[src/rtl/pi_duty_ctrl_pkg.sv]
// Shared types, limits and saturation helpers for the PI duty-cycle regulator.
package pi_duty_ctrl_pkg;

    typedef enum logic [2:0] {
        ST_IDLE    = 3'd0,
        ST_CAPTURE = 3'd1,
        ST_INTEG   = 3'd2,
        ST_SUM     = 3'd3,
        ST_UPDATE  = 3'd4,
        ST_FAULT   = 3'd5
    } state_t;

    localparam int DATA_W  = 12;
    localparam int DUTY_W  = 11;
    localparam int ERR_W   = 12;
    localparam int INTEG_W = 16;
    localparam int ERR_MAX = 2047;

    localparam logic [DUTY_W-1:0] DUTY_MIN = 11'd0;
    // 64 + DUTY_MAX + 128 stays within 11 bits, so blanking windows never wrap.
    localparam logic [DUTY_W-1:0] DUTY_MAX = 11'd1855;

    localparam logic signed [12:0] ERR_HI     = 13'sd2047;
    localparam logic signed [12:0] ERR_LO     = -13'sd2047;
    localparam logic signed [16:0] INTEG_HI   = 17'sd32767;
    localparam logic signed [16:0] INTEG_LO   = -17'sd32768;
    localparam logic signed [16:0] DUTY_MIN_S = 17'sd0;
    localparam logic signed [16:0] DUTY_MAX_S = 17'sd1855;

    function automatic logic signed [ERR_W-1:0] sat_err(input logic signed [12:0] d);
        if (d > ERR_HI) begin
            return 12'sd2047;
        end else if (d < ERR_LO) begin
            return -12'sd2047;
        end else begin
            return d[ERR_W-1:0];
        end
    endfunction

    function automatic logic signed [INTEG_W-1:0] sat_integ(input logic signed [16:0] v);
        if (v > INTEG_HI) begin
            return 16'sh7FFF;
        end else if (v < INTEG_LO) begin
            return 16'sh8000;
        end else begin
            return v[INTEG_W-1:0];
        end
    endfunction

    function automatic logic [DUTY_W-1:0] clamp_duty(input logic signed [16:0] v);
        if (v < DUTY_MIN_S) begin
            return DUTY_MIN;
        end else if (v > DUTY_MAX_S) begin
            return DUTY_MAX;
        end else begin
            return v[DUTY_W-1:0];
        end
    endfunction

endpackage

[src/rtl/pi_duty_ctrl_if.sv]
// Control/measurement bundle between the PWM controller and the PI regulator.
interface pi_duty_ctrl_if;
    logic        en;
    logic        PWM_synch;
    logic        ovr_I_blank;
    logic        ovr_I;
    logic [11:0] setpoint;
    logic [11:0] meas;
    logic        clr_fault;
    logic [10:0] duty;
    logic        duty_vld;
    logic        fault;

    modport master (
        output en, PWM_synch, ovr_I_blank, ovr_I, setpoint, meas, clr_fault,
        input  duty, duty_vld, fault
    );

    modport slave (
        input  en, PWM_synch, ovr_I_blank, ovr_I, setpoint, meas, clr_fault,
        output duty, duty_vld, fault
    );
endinterface

[src/rtl/pi_duty_ctrl_ovr_i_mon.sv]
// Over-current monitor: per-PWM-period flag, two-consecutive-period trip and fault latch.
module ovr_i_mon (
    input  logic clk,
    input  logic rst_n,
    input  logic i_pwm_synch,
    input  logic i_ovr_i,
    input  logic i_ovr_i_blank,
    input  logic i_clr_fault,
    output logic o_trip,
    output logic o_fault
);
    logic r_flag;
    logic r_prev;
    logic r_fault;
    logic w_flag_now;

    // The period ending on this PWM_synch includes the synch cycle itself.
    assign w_flag_now = r_flag | (i_ovr_i & ~i_ovr_i_blank);
    assign o_trip     = i_pwm_synch & w_flag_now & r_prev;
    assign o_fault    = r_fault;

    // Period flag, previous-period flag and latched fault.
    always_ff @(posedge clk or negedge rst_n) begin
        if (!rst_n) begin
            r_flag  <= 1'b0;
            r_prev  <= 1'b0;
            r_fault <= 1'b0;
        end else begin
            if (i_pwm_synch) begin
                r_flag <= 1'b0;
                r_prev <= w_flag_now;
            end else begin
                r_flag <= w_flag_now;
            end
            if (o_trip) begin
                r_fault <= 1'b1;
            end else if (i_clr_fault) begin
                r_fault <= 1'b0;
            end
        end
    end
endmodule

[src/rtl/pi_duty_ctrl.sv]
// PI duty-cycle regulator, one update per PWM period, 4-clock pipeline.
// Optional over-current shutdown compiled in with OVR_I_SHUTDOWN_EN.
module pi_duty_ctrl
    import pi_duty_ctrl_pkg::*;
#(
    parameter int KP_SHIFT = 2,
    parameter int KI_SHIFT = 4
) (
    input  logic           clk,
    input  logic           rst_n,
    pi_duty_ctrl_if.slave  bus
);
    state_t                     r_state;
    logic [DATA_W-1:0]          r_sp;
    logic [DATA_W-1:0]          r_meas;
    logic signed [ERR_W-1:0]    r_err;
    logic signed [INTEG_W-1:0]  r_integ;
    logic [DUTY_W-1:0]          r_s;
    logic [DUTY_W-1:0]          r_duty;
    logic                       r_duty_vld;

    logic signed [12:0]         w_diff;
    logic signed [INTEG_W-1:0]  w_integ_next;
    logic signed [16:0]         w_p;
    logic signed [16:0]         w_i;
    logic                       w_trip;
    logic                       w_fault;

    assign w_diff       = $signed({1'b0, r_sp}) - $signed({1'b0, r_meas});
    assign w_integ_next = sat_integ(17'(r_integ) + 17'(r_err));
    assign w_p          = 17'(r_err >>> KP_SHIFT);
    assign w_i          = 17'(r_integ >>> KI_SHIFT);

`ifdef OVR_I_SHUTDOWN_EN
    ovr_i_mon u_ovr_i_mon (
        .clk           (clk),
        .rst_n         (rst_n),
        .i_pwm_synch   (bus.PWM_synch),
        .i_ovr_i       (bus.ovr_I),
        .i_ovr_i_blank (bus.ovr_I_blank),
        .i_clr_fault   (bus.clr_fault),
        .o_trip        (w_trip),
        .o_fault       (w_fault)
    );
`else
    logic w_unused_ovr;
    assign w_unused_ovr = bus.ovr_I ^ bus.ovr_I_blank;
    assign w_trip       = 1'b0;
    assign w_fault      = 1'b0;
`endif

    assign bus.duty     = r_duty;
    assign bus.duty_vld = r_duty_vld;
    assign bus.fault    = w_fault;

    // Regulator FSM; a fault trip outranks en, which outranks the normal sequence.
    always_ff @(posedge clk or negedge rst_n) begin
        if (!rst_n) begin
            r_state    <= ST_IDLE;
            r_sp       <= 12'd0;
            r_meas     <= 12'd0;
            r_err      <= 12'sd0;
            r_integ    <= 16'sd0;
            r_s        <= 11'd0;
            r_duty     <= 11'd0;
            r_duty_vld <= 1'b0;
        end else begin
            r_duty_vld <= 1'b0;
            if (w_trip) begin
                r_state    <= ST_FAULT;
                r_duty     <= DUTY_MIN;
                r_integ    <= 16'sd0;
                r_duty_vld <= (r_duty != DUTY_MIN);
            end else if ((r_state != ST_FAULT) && !bus.en) begin
                r_state <= ST_IDLE;
                r_duty  <= DUTY_MIN;
                r_integ <= 16'sd0;
            end else begin
                case (r_state)
                    ST_IDLE: begin
                        if (bus.PWM_synch && !w_fault) begin
                            r_sp    <= bus.setpoint;
                            r_meas  <= bus.meas;
                            r_state <= ST_CAPTURE;
                        end
                    end
                    ST_CAPTURE: begin
                        r_err   <= sat_err(w_diff);
                        r_state <= ST_INTEG;
                    end
                    ST_INTEG: begin
                        r_integ <= w_integ_next;
                        r_state <= ST_SUM;
                    end
                    ST_SUM: begin
                        r_s     <= clamp_duty(w_p + w_i);
                        r_state <= ST_UPDATE;
                    end
                    ST_UPDATE: begin
                        r_duty     <= r_s;
                        r_duty_vld <= 1'b1;
                        r_state    <= ST_IDLE;
                    end
                    ST_FAULT: begin
                        if (bus.clr_fault) begin
                            r_state <= ST_IDLE;
                        end
                    end
                    default: begin
                        r_state <= ST_IDLE;
                    end
                endcase
            end
        end
    end
endmodule

[src/flat_wrapper.sv]
// flat-port wrapper written by rule: the top's interface ports become plain ports
module pi_duty_ctrl_flat import pi_duty_ctrl_pkg::*;
#(
    parameter int KP_SHIFT = 2,
    parameter int KI_SHIFT = 4
)
  (clk, rst_n, bus_en, bus_PWM_synch, bus_ovr_I_blank, bus_ovr_I, bus_setpoint, bus_meas, bus_clr_fault, bus_duty, bus_duty_vld, bus_fault);
  pi_duty_ctrl_if bus_i ();
  input  logic clk;
  input  logic rst_n;
  input wire logic [$bits(bus_i.en)-1:0] bus_en;
  input wire logic [$bits(bus_i.PWM_synch)-1:0] bus_PWM_synch;
  input wire logic [$bits(bus_i.ovr_I_blank)-1:0] bus_ovr_I_blank;
  input wire logic [$bits(bus_i.ovr_I)-1:0] bus_ovr_I;
  input wire logic [$bits(bus_i.setpoint)-1:0] bus_setpoint;
  input wire logic [$bits(bus_i.meas)-1:0] bus_meas;
  input wire logic [$bits(bus_i.clr_fault)-1:0] bus_clr_fault;
  output wire logic [$bits(bus_i.duty)-1:0] bus_duty;
  output wire logic [$bits(bus_i.duty_vld)-1:0] bus_duty_vld;
  output wire logic [$bits(bus_i.fault)-1:0] bus_fault;
  assign bus_i.en = bus_en;
  assign bus_i.PWM_synch = bus_PWM_synch;
  assign bus_i.ovr_I_blank = bus_ovr_I_blank;
  assign bus_i.ovr_I = bus_ovr_I;
  assign bus_i.setpoint = bus_setpoint;
  assign bus_i.meas = bus_meas;
  assign bus_i.clr_fault = bus_clr_fault;
  assign bus_duty = bus_i.duty;
  assign bus_duty_vld = bus_i.duty_vld;
  assign bus_fault = bus_i.fault;
  pi_duty_ctrl #(.KP_SHIFT(KP_SHIFT), .KI_SHIFT(KI_SHIFT)) u_core (.clk(clk), .rst_n(rst_n), .bus(bus_i));
endmodule
[config.mk]
export PLATFORM = sky130hd
export DESIGN_NAME = pi_duty_ctrl_flat
export DESIGN_NICKNAME = d
export VERILOG_FILES = /design/src/rtl/pi_duty_ctrl_pkg.sv /design/src/rtl/pi_duty_ctrl_if.sv /design/src/rtl/pi_duty_ctrl_ovr_i_mon.sv /design/src/rtl/pi_duty_ctrl.sv /design/src/flat_wrapper.sv
export SDC_FILE = /design/constraint.sdc
export NUM_CORES = 1
export LEC_CHECK = 0
export ABC_CLOCK_PERIOD_IN_PS = 4100
export CELL_PAD_IN_SITES_DETAIL_PLACEMENT = 0
export CELL_PAD_IN_SITES_GLOBAL_PLACEMENT = 1
export CORE_ASPECT_RATIO = 0.5
export CORE_UTILIZATION = 46
export DETAILED_ROUTE_END_ITERATION = 12
export PLACE_DENSITY = 0.87
export REMOVE_ABC_BUFFERS = 1
export SYNTH_ARGS = -nofsm -noshare
export SYNTH_HDL_FRONTEND = slang
export SYNTH_SLANG_ARGS = --single-unit
[constraint.sdc]
create_clock -name clk -period 4.1 [get_ports clk]
set_clock_uncertainty 0.15 [all_clocks]
set_input_delay 0.82 -clock clk [delete_from_list [all_inputs] [get_ports clk]]
set_output_delay 0.82 -clock clk [all_outputs]
set_load 0.03 [all_outputs]
==> summary.md <==
| Metric | Value |
|---|---|
| Status | finished with violations |
| Failing checks | design-rule violations |
| Int Power | 2.52 mW |
| Setup Buffers After CTS | 0 |
| Post-synthesis cell count | 525 |
| CTS H-tree lvls | 3 |
| Fillers | 1001 |
| Asr flop ratio synth | 100% |
| Post-synthesis cell area | 5220 um2 |
| Die X | 153 um |
| Peak supply drop | 295 uV |
| Final Hold Violating Endpoints | 0 |
| Slew HR | 34.2% |
| Setup crit start kind | flip-flop |
| FP Rows | 27 |
| GRT overflow | 0 |
| Drt first pass iters | 8 |
| PostCTS Resize Cnt | 0 |
| Gr usage total | 18.9% |
| Antenna cells | 0 |
| Die Ht | 77.4 um |
| Final WL | 10300 um |
| Critical path peak fanout | 11 |
| Hold_buf cts | 0 |
| CP endpoint kind | flip-flop |
| Post-DP HPWL | 7810 um |
| Final period util | 80.3% |
| Die area | 11800 um2 |
| Gpl congestion | 0.854 |
| Syn_area_per_cell | 9.95 um2 |
| PnR worst setup slack | 808 ps |
| Netlist cell types | 74 |
| Worst min-delay path category | flip-flop to flip-flop |
| Fin area | 6070 um2 |
| Worst R2R Setup Slack | 810 ps |
| Pleak | 2.80 nW |
| CP required | 4220 ps |
| Root Buffer | clkbuf_16 |
| DP Worst Slack | 818 ps |
| Core area | 11000 um2 |
| Seq/Total Area, Yosys | 37.4% |
| Clk buf depth | 2 |
| Fin. max-slew vios | 0 |
| Min Hold Slack | 345 ps |
| First-pass GRT wire length | 18000 um |
| Ys Warns | 0 |
| Clock power frac | 19.9% |
| Slew @ Worst Pin | 987 ps |
| DR WL/cell | 14.5 um |
| Area share of the largest cell type after synthesis | 37.4% |
| Sequential share of power | 27.4% |
| Clock Latency Late Sink | 330 ps |
| Routed vias/inst | 5.61 |
| Synth Register Bits | 78 |
| Io pins | 44 |
| Synth area leaders | dfrtp_1 (37%), ha_1 (8.9%), mux2_2 (5.4%), a21oi_1 (3.4%), a22o_1 (3.2%) |
| Clk slew on worst S/H paths | 60 ps |
| Share of cells above drive strength 1 | 12.4% |
| Initial antenna violation count | 0 |
| Unrepaired setup endpoints after global routing | no |
| CTS tree | built |
| Largest area contributor in the netlist | dfrtp_1 |
| Initial DRC Count | 191 |
| Max-cap violations | 0 |
| Final setup violation count | 0 |
| Final TNS setup | 0 ps |
| Synthesis-to-finish area growth | 16.1% |
| Clk sink count | 78 |
| Pwr Density | 694 nW/um2 |
| Starting density of the core | 47.4% |
| Switching power of the nets | 1.69 mW |
| Post-synth EDFFs | 0 |
| Post-DP Area | 5740 um2 |
| DR vias | 3984 |
| Switching Share | 40.2% |
| Number of global-route vias before repair | 3787 |
| Total CTS buffers | 9 |
| Logic pwr share | 52.7% |
| Port buffer count | 40 |
| Core occupancy in the finished layout | 55.1% |
| Layout Nets | 631 |
| Final ANT Viol Nets | 0 |
| Fin crit period | 3290 ps |
| Residual DRC | 5 |
| Top FF cell, synth | dfrtp_1 |
| Critical path type | flip-flop to flip-flop |
| Largest net degree at the start of global routing | 79 |
| F_max | 304 MHz |
| Worst Path Arrival | 3420 ps |
state kept, by name (all words and copies together), names as in the netlist:
signal and count:
u_core.r_meas 12, u_core.r_s 11, u_core.bus.duty 11, u_core.r_sp 12
u_core.bus.duty_vld 1, u_core.r_err 12, u_core.r_state 3, u_core.r_integ 16
power by group through the flow:
stage / Clock [mW] / Sequential, mW / Combinational (mW)
floorplan: 0 / 1.10 / 1.81
global placement: 0 / 1.16 / 2.16
detailed placement: 0 / 1.17 / 2.20
CTS: 0.855 / 1.16 / 2.22
global route: 0.894 / 1.18 / 2.49
finish: 0.838 / 1.15 / 2.22
path summary, 6_finish.rpt:
check / from / endpoint / cells after the start
setup / recovery: u_core.r_err[0] / u_core.r_integ[14] / 10
hold / removal: u_core.bus.duty[9] / u_core.bus.duty[9] / 1
setup reg to reg: u_core.r_err[0] / u_core.r_integ[14] / 10
hold reg to reg: u_core.bus.duty[9] / u_core.bus.duty[9] / 1
max in group asynchronous: rst_n / u_core.r_sp[9] / 1
min in group asynchronous: rst_n / u_core.r_state[1] / 1
layer usage:
layer	part of all wire, %	wire, um	GRT usage, %
met4	0.98	101	4.75
met2	44	4520	30.0
met5	0	0	0
met3	3.6	371	4.19
met1	52	5310	26.2
critical path, cell delays in order (launching register included):
cell and delay, ps:
dfrtp_1 360, ha_1 210, inv_1 70, fa_1 420
nand3b_1 200, a311oi_1 340, o21ai_1 170, o21bai_1 250
a41o_1 370, o21a_1 470, a221o_1 240
synthesized netlist by cell type (all sizes together), types with 13 or more instances:
library cell,count
dfrtp,78
ha,37
a21oi,36
nor2,34
inv,31
nand2,26
mux2,25
o21ai,21
a22o,20
xnor2,16
a221o,14
clkbuf,13
per-stage QoR:
stage          instances  total power [mW]
6_report             710              4.21
5_1_grt              710              4.57
4_1_cts              710              4.23
3_5_place_dp         694              3.37
3_3_place_gp         694              3.32
2_1_floorplan        504              2.91
placed cells by master (no fill, tap or decap), types with 3 or more instances in the layout:
cell type        instances
a21oi_1                 35
and3_1                   8
or2_2                    3
clkbuf_8                 4
nand2b_1                 5
nand3_1                 10
nor3b_1                  4
xor2_1                  12
dfrtp_1                 78
inv_1                   31
a221o_1                 13
clkdlybuf4s50_1         39
nor2b_1                  6
mux2_2                  25
fa_1                     3
and2_1                   6
nor2_1                  34
nand2_1                 25
buf_4                    6
o211ai_1                 4
o21a_1                   5
xnor2_1                 16
a31oi_1                 10
nand4_1                  3
maj3_1                   8
o21ai_0                 19
a21o_1                  12
clkbuf_16                9
a211oi_1                 8
a31o_2                   3
a22o_1                  19
nor3_1                  10
ha_1                    37
final cells by class:
cell class	count	area, um2	area share (%)
Sequential cell	78	1950	32.2
Tap cell	145	181	2.99
Inverter	31	116	1.92
Clock inverter	2	37.5	0.619
Clock buffer	14	284	4.68
Multi-Input combinational cell	395	3060	50.4
Timing Repair Buffer	45	435	7.18
kinds of logic (layout without fill, tap and decap cells):
logic type      Yosys count  in the layout  share of synthesized area, %
compound gates          165            165                          24.0
xor+xnor                 28             28                          4.69
fa+ha+maj                48             48                          11.5
buf+inv                  52             92                          4.07
flops                    78             78                          37.4
mux                      26             26                          5.58
other cells               1              1                        0.0718
simple gates            127            127                          12.6
No activity file was read; power rests on OpenSTA's default activity.
